$ cat src/rtl/zpu_stack_fetch.sv
// ZPU register-fetch stage: tracks the stack pointer, forms port-A read addresses and
// expands multi-beat opcodes. Define ZPU_SP_BOUNDS_EN to enable sticky stack-bounds fault detection.
module zpu_stack_fetch #(
    parameter int          SP_W        = 30,
    parameter int          PC_W        = 32,
    parameter int          INST_W      = 5,
    parameter int          OFS_W       = 5,
    parameter logic [31:0] STACK_TOP   = 32'h1fff,
    parameter logic [31:0] STACK_LIMIT = 32'h0
) (
    input  logic              clk,
    input  logic              rst,
    output logic              stall,
    input  logic              stallexe,
    input  logic              flush,
    input  logic [INST_W-1:0] decodedinst,
    input  logic [1:0]        spstateadr,
    input  logic [1:0]        spstate,
    input  logic [SP_W-1:0]   tos,
    input  logic [OFS_W-1:0]  instofset,
    input  logic [6:0]        instvalue,
    input  logic [PC_W-1:0]   pcin,
    input  logic [PC_W-1:0]   nextpcin,
    input  logic [7:0]        instructiondbgin,
    output logic [SP_W-1:0]   mem_adr_a,
    output logic              mem_enable_a,
    output logic [INST_W-1:0] instout,
    output logic [6:0]        instoutvalue,
    output logic [SP_W-1:0]   offset,
    output logic [SP_W-1:0]   destiny,
    output logic [SP_W-1:0]   spout,
    output logic [PC_W-1:0]   pcout,
    output logic [PC_W-1:0]   nextpcout,
    output logic [7:0]        instructiondbgout,
    output logic              sp_fault
);

    // Execute-stage opcode codes this stage recognises or emits.
    localparam logic [INST_W-1:0] EXE_NOP       = INST_W'(0);
    localparam logic [INST_W-1:0] EXE_STORE     = INST_W'(3);
    localparam logic [INST_W-1:0] EXE_POPSP     = INST_W'(5);
    localparam logic [INST_W-1:0] EXE_STORESP   = INST_W'(13);
    localparam logic [INST_W-1:0] EXE_STORESP1  = INST_W'(14);
    localparam logic [INST_W-1:0] EXE_STORESP2  = INST_W'(15);
    localparam logic [INST_W-1:0] EXE_NEQBRANCH = INST_W'(19);
    localparam logic [INST_W-1:0] EXE_STOREB    = INST_W'(20);
    localparam logic [INST_W-1:0] EXE_STORE2    = INST_W'(21);
    localparam logic [INST_W-1:0] EXE_MOV       = INST_W'(22);

    localparam logic [1:0] ADR_STAY = 2'd0;
    localparam logic [1:0] ADR_INC  = 2'd1;
    localparam logic [1:0] ADR_OFS  = 2'd2;
    localparam logic [1:0] SP_INC   = 2'd0;
    localparam logic [1:0] SP_DEC   = 2'd1;
    localparam logic [1:0] SP_TOS   = 2'd2;

    localparam logic [31:0]     TOP_ALIGNED = (STACK_TOP - 32'd4) & ~32'd3;
    localparam logic [SP_W-1:0] SP_INIT     = SP_W'(TOP_ALIGNED);

    typedef enum logic {RUN, SEQ} state_t;
    typedef enum logic [1:0] {KIND_STORE, KIND_BR, KIND_POPSP} kind_t;

    state_t          state;
    kind_t           kind;
    logic [1:0]      beats;
    logic [SP_W-1:0] sp;
    logic [SP_W-1:0] sp_plus4;
    logic [SP_W-1:0] read_addr;
    logic [SP_W-1:0] next_sp;
    logic            popsp_last;
    logic            is_multi;

    assign sp_plus4 = sp + SP_W'(4);

    always_comb begin
        read_addr = tos;
        case (spstateadr)
            ADR_STAY: read_addr = sp_plus4;
            ADR_INC:  read_addr = sp + SP_W'(8);
            ADR_OFS:  read_addr = sp + (SP_W'(instofset) << 2);
            default:  read_addr = tos;
        endcase
    end

    always_comb begin
        next_sp = sp;
        case (spstate)
            SP_INC:  next_sp = sp_plus4;
            SP_DEC:  next_sp = sp - SP_W'(4);
            SP_TOS:  next_sp = tos;
            default: next_sp = sp;
        endcase
    end

    // Last popsp beat re-reads the word just above the freshly loaded SP.
    assign popsp_last   = (state == SEQ) && (kind == KIND_POPSP) && (beats == 2'd1);
    assign mem_adr_a    = popsp_last ? sp_plus4 : read_addr;
    assign mem_enable_a = popsp_last || (spstateadr != ADR_STAY);

    assign is_multi = (decodedinst == EXE_STORE) || (decodedinst == EXE_STOREB) ||
                      (decodedinst == EXE_POPSP) || (decodedinst == EXE_NEQBRANCH);
    assign stall    = stallexe || ((state == RUN) && is_multi) || ((state == SEQ) && (beats > 2'd1));

    always_ff @(posedge clk) begin
        if (rst) begin
            state             <= RUN;
            kind              <= KIND_STORE;
            beats             <= 2'd0;
            sp                <= SP_INIT;
            spout             <= SP_INIT;
            instout           <= EXE_NOP;
            instoutvalue      <= '0;
            offset            <= '0;
            destiny           <= '0;
            pcout             <= '0;
            nextpcout         <= '0;
            instructiondbgout <= 8'h01;
        end else if (flush) begin
            state             <= RUN;
            beats             <= 2'd0;
            instout           <= EXE_NOP;
            offset            <= sp_plus4;
            instructiondbgout <= 8'h01;
        end else if (!stallexe) begin
            spout             <= sp;
            pcout             <= pcin;
            nextpcout         <= nextpcin;
            instoutvalue      <= instvalue;
            instructiondbgout <= instructiondbgin;
            if (state == RUN) begin
                offset  <= read_addr;
                sp      <= next_sp;
                destiny <= next_sp;
                instout <= decodedinst;
                case (decodedinst)
                    EXE_STORE, EXE_STOREB: begin
                        state <= SEQ;
                        beats <= 2'd1;
                        kind  <= KIND_STORE;
                    end
                    EXE_NEQBRANCH: begin
                        state <= SEQ;
                        beats <= 2'd1;
                        kind  <= KIND_BR;
                    end
                    EXE_POPSP: begin
                        instout <= EXE_NOP;
                        state   <= SEQ;
                        beats   <= 2'd2;
                        kind    <= KIND_POPSP;
                    end
                    EXE_STORESP, EXE_STORESP1, EXE_STORESP2: begin
                        destiny <= SP_W'(instofset) << 2;
                    end
                    default: begin
                    end
                endcase
            end else begin
                beats   <= beats - 2'd1;
                instout <= (kind == KIND_STORE) ? EXE_STORE2 : EXE_MOV;
                if (beats == 2'd1) begin
                    state <= RUN;
                end
                if (popsp_last) begin
                    offset  <= sp_plus4;
                    destiny <= sp_plus4;
                end else begin
                    offset  <= read_addr;
                    sp      <= next_sp;
                    destiny <= next_sp;
                end
            end
        end
    end

`ifdef ZPU_SP_BOUNDS_EN
    localparam logic [SP_W-1:0] SP_LIMIT = SP_W'(STACK_LIMIT);

    logic sp_write;
    assign sp_write = !flush && !stallexe && !popsp_last;

    always_ff @(posedge clk) begin
        if (rst) begin
            sp_fault <= 1'b0;
        end else if (sp_write && ((next_sp < SP_LIMIT) || (next_sp > SP_INIT))) begin
            sp_fault <= 1'b1;
        end
    end
`else
    assign sp_fault = 1'b0;
`endif

endmodule

$ cat config.mk
export PLATFORM = sky130hd
export DESIGN_NAME = zpu_stack_fetch
export DESIGN_NICKNAME = d
export VERILOG_FILES = /design/src/rtl/zpu_stack_fetch.sv
export SDC_FILE = /design/constraint.sdc
export NUM_CORES = 1
export LEC_CHECK = 0
export CAP_MARGIN = 20
export CORE_ASPECT_RATIO = 1.4
export CORE_MARGIN = 5
export CORE_UTILIZATION = 25
export CTS_BUF_LIST = sky130_fd_sc_hd__clkbuf_2 sky130_fd_sc_hd__clkbuf_4 sky130_fd_sc_hd__clkbuf_8
export CTS_CLUSTER_SIZE = 40
export DETAILED_ROUTE_END_ITERATION = 6
export PLACE_DENSITY_LB_ADDON = 0.15
export SYNTH_ARGS = -nofsm -noshare
export SYNTH_HDL_FRONTEND = slang
export SYNTH_SLANG_ARGS = --single-unit
$ cat constraint.sdc
create_clock -name clk -period 7.8 [get_ports clk]
set_input_delay 1.17 -clock clk [delete_from_list [all_inputs] [get_ports clk]]
set_output_delay 1.17 -clock clk [all_outputs]
set_load 0.05 [all_outputs]
==> reports/qor.txt, run 1 <==
Cells on Worst Hold Path - 2
CP top delay family - compound AO/OA/AOI/OAI gates
Post-synthesis mux area share - 3.158%
Hold Path End - pcout[26]
Number of global-route vias before repair - 13,720
Share of layout cells above drive strength 1 - 6.978%
Core Util, Final - 35.01%
Max Cap Viol - 0
Die area - 52,900 um2
Kind of critical path - in -> out
Postcts setup bufs - 0
Critical Path RT - 6.63 ns
Worst rel slew slack - 24.54%
Max rail drop VDD - 0.1620 mV
HP Class - reg -> reg
Hpwl dp - 47.86 mm
Yosys reg bits - 209
Area of the multi-input gates - 7256 um2
Setup tns final - 0 ns
Hold WS - 0.4519 ns
Critical Path Sink Type - output pin
Final non-filler cell total - 2,580
Internal power - 2.145 mW
GP Congestion - 0.9418
IO Pins - 334
H-Tree Depth - 2
Ys flop type - dfxtp_1
Syn_nets - 1,804
Register area - 4184 um2
Worst R2R Path Depth - 7
Max-slew violations - 0
Asr flop ratio synth - 0%
Largest family of logic cells by synthesized area - compound AO/OA/AOI/OAI gates
Top post-synthesis cells by area - dfxtp_1 (35%), nand2_1 (10%), a21oi_1 (7.9%)
WL per Instance - 25.57 um
Width of the die - 195.8 um
Simple logic cell fraction of the synthesized area - 24.18%
Post-synth EDFFs - 0
Initial DRC count - 1,199
RR Endpoint - destiny[19]
Slew @ Worst Pin - 1.124 ns
Pleak - 5.975 nW
Maximum clock path buffer count - 3
Xor and xnor area share after synthesis - 4.566%
Post-Synth Adder-Cell Area - 1.305%
Period utilization - 85.11%
Critical Path, Cell by Cell - clkdlybuf4s50_1 > ha_1 > o21ai_0 > o21ai_0 > nand2_1 > nor3_1 > a311oi_1 > or3_1 > o21ai_0 > clkdlybuf4s50_1
Hold bufs inserted after CTS - 0
Core area - 47,900 um2
Num CTS Buffers - 39
Startpoint Class - input port
Port Buf Inserts - 332
DR vias/cell - 5.425
Worst R2R Start - sp[8]
GRT Resource Usage Total - 23.68%
Slowest cell on crit path - o21ai_0
Outcome - complete, no violations
Clock power share - 37.0%
DP Cell Count - 2,510
Psw - 1.210 mW
First-pass GRT wire length - 95.29 mm
Mapped Cells - 1,665
DRC viols - 0
Initial antenna violation count - 2
Cell row count - 95
RSZ-0062 raised after global routing - false
Endpoints failing hold - 0
Final WL - 65.98 mm
Via count - 14,000
Max Clk Rate - 150.6 MHz
Gate power share - 27.8%
Die height - 270.1 um
Crit path top cell by count - o21ai_0
Crit-path max FO - 5
Yosys warning count - 0
CP peak stage delay - 0.89 ns
Synth Area in Compound Gates - 26.62%
Library cells used by synthesis - 82
Largest net degree at the start of global routing - 138
Antenna Nets Post-Route - 0
CTS root buffer - clkbuf_8
Area Growth Syn to Fin - 38.80%
Minimum clock period - 6.638 ns
Clock sinks - 209
Clk_skew - 0.02176 ns
Yosys top cell by area - dfxtp_1
Setup violators final - 0
Sequential Power Share - 35.2%
Register-to-register setup slack - 3.69 ns
TritonCTS clock tree - yes
DRT Pass-1 Iters - 7
Post-synth top area share - 34.62%
Hold wc startpoint - pcout[26]
Fillers - 5,129
Clock-pin transition on the worst setup and hold timing paths - 0.05 ns
Clk_lat worst skew - 0.58 ns
Grt ovf - 0
Cell Area, Synth - 12,080 um2
Crit path buf inv count - 2
Switch share - 36.06%
CP Data Arrival Time - 5.47 ns
Power per Cell Area - 200.0 nW/um2
Tot Pwr - 3.355 mW
Share of the yosys chip area belonging to registers - 34.62%
Final nets - 2,060
# resized after CTS - 0
Synthesized area per cell - 7.258 um2
Starting Density - 25.23%
==> placed cells by master, fill, tap and decap left out, drive strengths merged, types with 5 or more instances in the layout <==
cell type	Yosys	routed
and4	7	7
or3	9	9
a22oi	16	16
clkbuf	126	60
nand2b	10	10
o32ai	6	6
mux2	7	7
ha	11	11
dfxtp	209	209
a32o	5	5
clkinv	0	5
o31ai	13	13
and2	6	6
o211ai	24	24
o221ai	10	10
xnor2	40	40
clkdlybuf4s50	0	329
o22ai	23	23
nor2	142	142
a21o	9	9
or4	8	8
nor3	41	41
o21ai	108	108
a311oi	8	8
a31oi	20	20
a21oi	191	191
a211oi	26	26
or2	5	5
inv	19	20
a221oi	9	9
nand4	19	19
xor2	23	23
nand2	323	323
mux2i	28	28
nand3	41	41
buf	25	37
nor4	19	19
and3	8	8
==> power by group through the flow <==
stage	clock network [mW]	registers, mW	logic [mW]
after floorplan	0	1.33	0.407
after global placement	0	1.20	0.926
after detailed placement	0	1.20	0.926
after CTS	1.28	1.18	0.930
after global routing	1.33	1.19	0.978
final	1.24	1.18	0.932
==> cell usage after synthesis (all sizes together) (25+ instances only) <==
cell / count
mux2i: 28
xnor2: 40
a21oi: 191
a211oi: 26
nor3: 41
nand3: 41
nand2: 323
buf: 25
o21ai: 108
nor2: 142
clkbuf: 126
dfxtp: 209
==> through the flow <==
step / setup WS [ns] / instance area, um2
6_report: 1.162 / 16770
5_1_grt: 1.027 / 16770
4_1_cts: 1.219 / 16770
3_5_place_dp: 1.244 / 15880
3_3_place_gp: 1.247 / 15870
2_1_floorplan: 2.518 / 12080
==> logic make-up after synthesis <==
kind of cell    Yosys count
buf+inv                 170
fa+ha+maj                12
xor+xnor                 63
flops                   209
mux                      36
simple gates            656
other cells               1
compound gates          518
==> layer usage <==
layer / share of wire [%] / GRT usage (%)
met1: 38 / 27.76
met3: 7.8 / 5.440
met2: 49 / 41.17
met4: 4.6 / 10.17
met5: 0 / 0
==> flip-flops by register name, summed over array words and instances (netlist names) <==
signal,flops
state,1
offset,30
spout,30
instout,5
instructiondbgout,8
destiny,30
sp,30
nextpcout,32
beats,2
pcout,32
kind,2
instoutvalue,7
==> worst reg2reg max path: stages, from the launching register on <==
cell and delay (ns):
dfxtp_1 0.82, nand4_1 0.76, nor3_2 0.89, nand3_1 0.25, xnor2_1 0.29, a222oi_1 0.15, o21ai_0 0.64, o211a_1 0.25
==> worst max-delay path by stage <==
| stage | startpoint | end | slack, ns | cells after the start |
|---|---|---|---|---|
| CTS | instofset[2] | mem_adr_a[27] | 1.22 | 10 |
| global route | instofset[2] | mem_adr_a[27] | 1.03 | 10 |
| finish | instofset[2] | mem_adr_a[27] | 1.16 | 10 |
| global placement | instofset[2] | mem_adr_a[27] | 1.25 | 10 |
| detailed placement | instofset[2] | mem_adr_a[27] | 1.24 | 10 |
| floorplan | instofset[0] | mem_adr_a[20] | 2.52 | 10 |
==> cell type report <==
type | count | share of cell area [%]
clock buffer | 60 | 4.476
sequential | 209 | 24.95
antenna | 1 | 0.01492
timing repair buffer | 366 | 21.36
clock inverter | 9 | 0.8206
multi-input combinational | 1286 | 43.26
tap | 630 | 4.700
inverter | 19 | 0.4252
Power figures use the tool's default switching activity.
==> run 2, diff against run 1 <==
--- a/config.mk
+++ b/config.mk
@@ -13,6 +13,7 @@
 export CTS_CLUSTER_SIZE = 40
 export DETAILED_ROUTE_END_ITERATION = 6
 export PLACE_DENSITY_LB_ADDON = 0.15
+export REMOVE_ABC_BUFFERS = 1
 export SYNTH_ARGS = -nofsm -noshare
 export SYNTH_HDL_FRONTEND = slang
 export SYNTH_SLANG_ARGS = --single-unit
==> run 2 against run 1 <==
Compared with the run above:
- die area stayed put
- utilization is 0.060 points higher
- via count decreased by 0.42%
- sequential power about the same
- hold slack worse by 0.00057 ns
- global-route usage decreased by 1.3 points
- sequential share of layout area barely moved
- clock power decreased by 6%
- highest routed layer unchanged
==> reports/qor.txt, run 2 (same netlist as run 1, synthesis figures left out) <==
Design Area, Final - 16,800 um2 (+0.17%)
Critical Path Sink Type - output pin
DRC viols - 0 (unchanged)
Cell row count - 95 (unchanged)
Pre-CTS WS - 1.476 ns (+0.2321 ns)
Hold bufs inserted after CTS - 0 (unchanged)
WL per Instance - 24.11 um (-5.7%)
Tot Pwr - 3.268 mW (-2.6%)
Fillers - 5,130 (+0.019%)
Worst R2R Path Depth - 9 (+2)
Die area - 52,900 um2 (unchanged)
Cell area after placement - 15,940 um2 (+0.34%)
Core area - 47,900 um2 (unchanged)
Starting Density - 25.23% (unchanged)
HP Class - reg -> reg
Setup tns final - 0 ns (unchanged)
DRT Pass-1 Iters - 5 (-2)
Met1 usage - 25.53% (-2.2 points)
Kind of critical path - in -> out
Hpwl dp - 45.14 mm (-5.7%)
Largest net degree at the start of global routing - 86 (-38%)
H-Tree Depth - 2 (unchanged)
Grt ovf - 0 (unchanged)
Number of global-route vias before repair - 13,940 (+1.6%)
Final nets - 2,069 (+0.44%)
GRT Resource Usage Total - 22.41% (-1.3 points)
Commonest non-fill, non-tap cell in the layout - clkdlybuf4s50_1
GP Congestion - 0.9799 (+4.0%)
CP Launch Point - instofset[2]
Num CTS Buffers - 40 (+2.6%)
Initial DRC count - 877 (-27%)
Power per Cell Area - 194.5 nW/um2 (-2.8%)
Core Util, Final - 35.07% (+0.060 points)
Width of the die - 195.8 um (unchanged)
Port Buf Inserts - 332 (unchanged)
CP Data Arrival Time - 5.22 ns (-0.25 ns)
Cells on Worst Hold Path - 2 (unchanged)
Minimum clock period - 6.385 ns (-0.2533 ns)
Crit-path max FO - 5 (unchanged)
Startpoint Class - input port
Slew @ Worst Pin - 1.107 ns (-0.01697 ns)
Max rail drop VDD - 0.1054 mV (-35%)
Max Cap Viol - 0 (unchanged)
Global route hottest layer - met2
Clk_skew - 0.02545 ns (+0.003689 ns)
Clock-pin transition on the worst setup and hold timing paths - 0.05 ns (about the same)
DR vias/cell - 5.381 (-0.81%)
Final WL - 62.43 mm (-5.4%)
Endpoints failing hold - 0 (unchanged)
Clock sinks - 209 (unchanged)
Postcts setup bufs - 0 (unchanged)
CTS root buffer - clkbuf_8
Worst rel slew slack - 25.90% (+1.4 points)
Clk_lat worst skew - 0.58 ns (about the same)
Critical Path RT - 6.63 ns (about the same)
Via count - 13,940 (-0.42%)
Most frequent cells in the layout - clkdlybuf4s50_1 (330), nand2_1 (322), dfxtp_1 (209)
Max Clk Rate - 156.6 MHz (+4.0%)
# resized after CTS - 0 (unchanged)
Maximum clock path buffer count - 3 (unchanged)
Antenna Nets Post-Route - 0 (unchanged)
RSZ-0062 raised after global routing - false
Hold wc startpoint - pcout[17]
Top flop regs - nextpcout x32, pcout x32
PnR worst setup slack - 1.415 ns (+0.2533 ns)
Area Growth Syn to Fin - 39.03%
Met2 Use GR - 38.53% (-2.6 points)
First-pass GRT wire length - 91.89 mm (-3.6%)
Pleak - 5.985 nW (+0.17%)
IO Pins - 334 (unchanged)
Initial antenna violation count - 0 (-2)
Outcome - complete, no violations
Share of layout cells above drive strength 1 - 7.354% (+0.38 points)
Worst R2R Start - sp[3]
Max-slew violations - 0 (unchanged)
Met3 usage - 5.440% (unchanged)
Setup violators final - 0 (unchanged)
Period utilization - 81.86% (-3.2 points)
TritonCTS clock tree - yes
Die height - 270.1 um (unchanged)
==> run 2: cell types whose count changed in the layout (fill, tap and decap cells not counted), moves of 2 or more <==
cell        previous run  this run
bufinv_16              3         1
clkbuf_8              48        52
buf_4                 33        43
clkinvlp_4             0         3
clkbuf_4              12         9
==> run 2: per-layer routing <==
layer  part of all wire, %  wire, um
met5                     0         0
met4                   5.6      3520
met3                   8.1      5086
met2                    48     29970
met1                    38     23860
==> run 2: per-stage QoR <==
stage / instances / hold slack, ns
3_3_place_gp: 2517 / 0.4408
5_1_grt: 2588 / 0.4658
6_report: 2590 / 0.4513
3_5_place_dp: 2518 / 0.4459
2_1_floorplan: 1514 / 0.4611
4_1_cts: 2588 / 0.4542
==> run 2: area by class of cell <==
class                   instances  area (um2)  share of cell area (%)
diodes                          2       5.005                 0.02979
clock buffers                  61       783.3                   4.662
clock inverters                 9       77.57                  0.4617
inverters                      19       71.32                  0.4245
multi-input cells            1286        7261                   43.22
flip-flops and latches        209        4184                   24.90
well taps                     630       788.3                   4.692
repair buffers                374        3631                   21.61
==> run 2: power by group <==
part	internal [mW]	total [mW]	switching, mW	leakage [nW]
Combinational	0.306	0.913	0.607	3.82
Clock	0.673	1.17	0.502	0.449
Sequential	1.12	1.18	0.0566	1.71
Total	2.10	3.27	1.17	5.99
==> run 2: worst paths after layout <==
check,endpoint,slack [ns]
worst min-delay path,pcout[17],0.45
worst max register to register,destiny[19],4.11
worst min register to register,pcout[17],0.45
worst max-delay path,mem_adr_a[27],1.41
==> run 2: worst max-delay path: stages <==
cell and delay (ns):
clkdlybuf4s50_1 0.46, ha_1 0.40, o21ai_0 0.16, o21ai_0 0.49, nand2_1 0.29, nor3_1 0.42
a311oi_1 0.16, or3_1 0.46, o21ai_0 0.33, clkdlybuf4s50_1 0.88
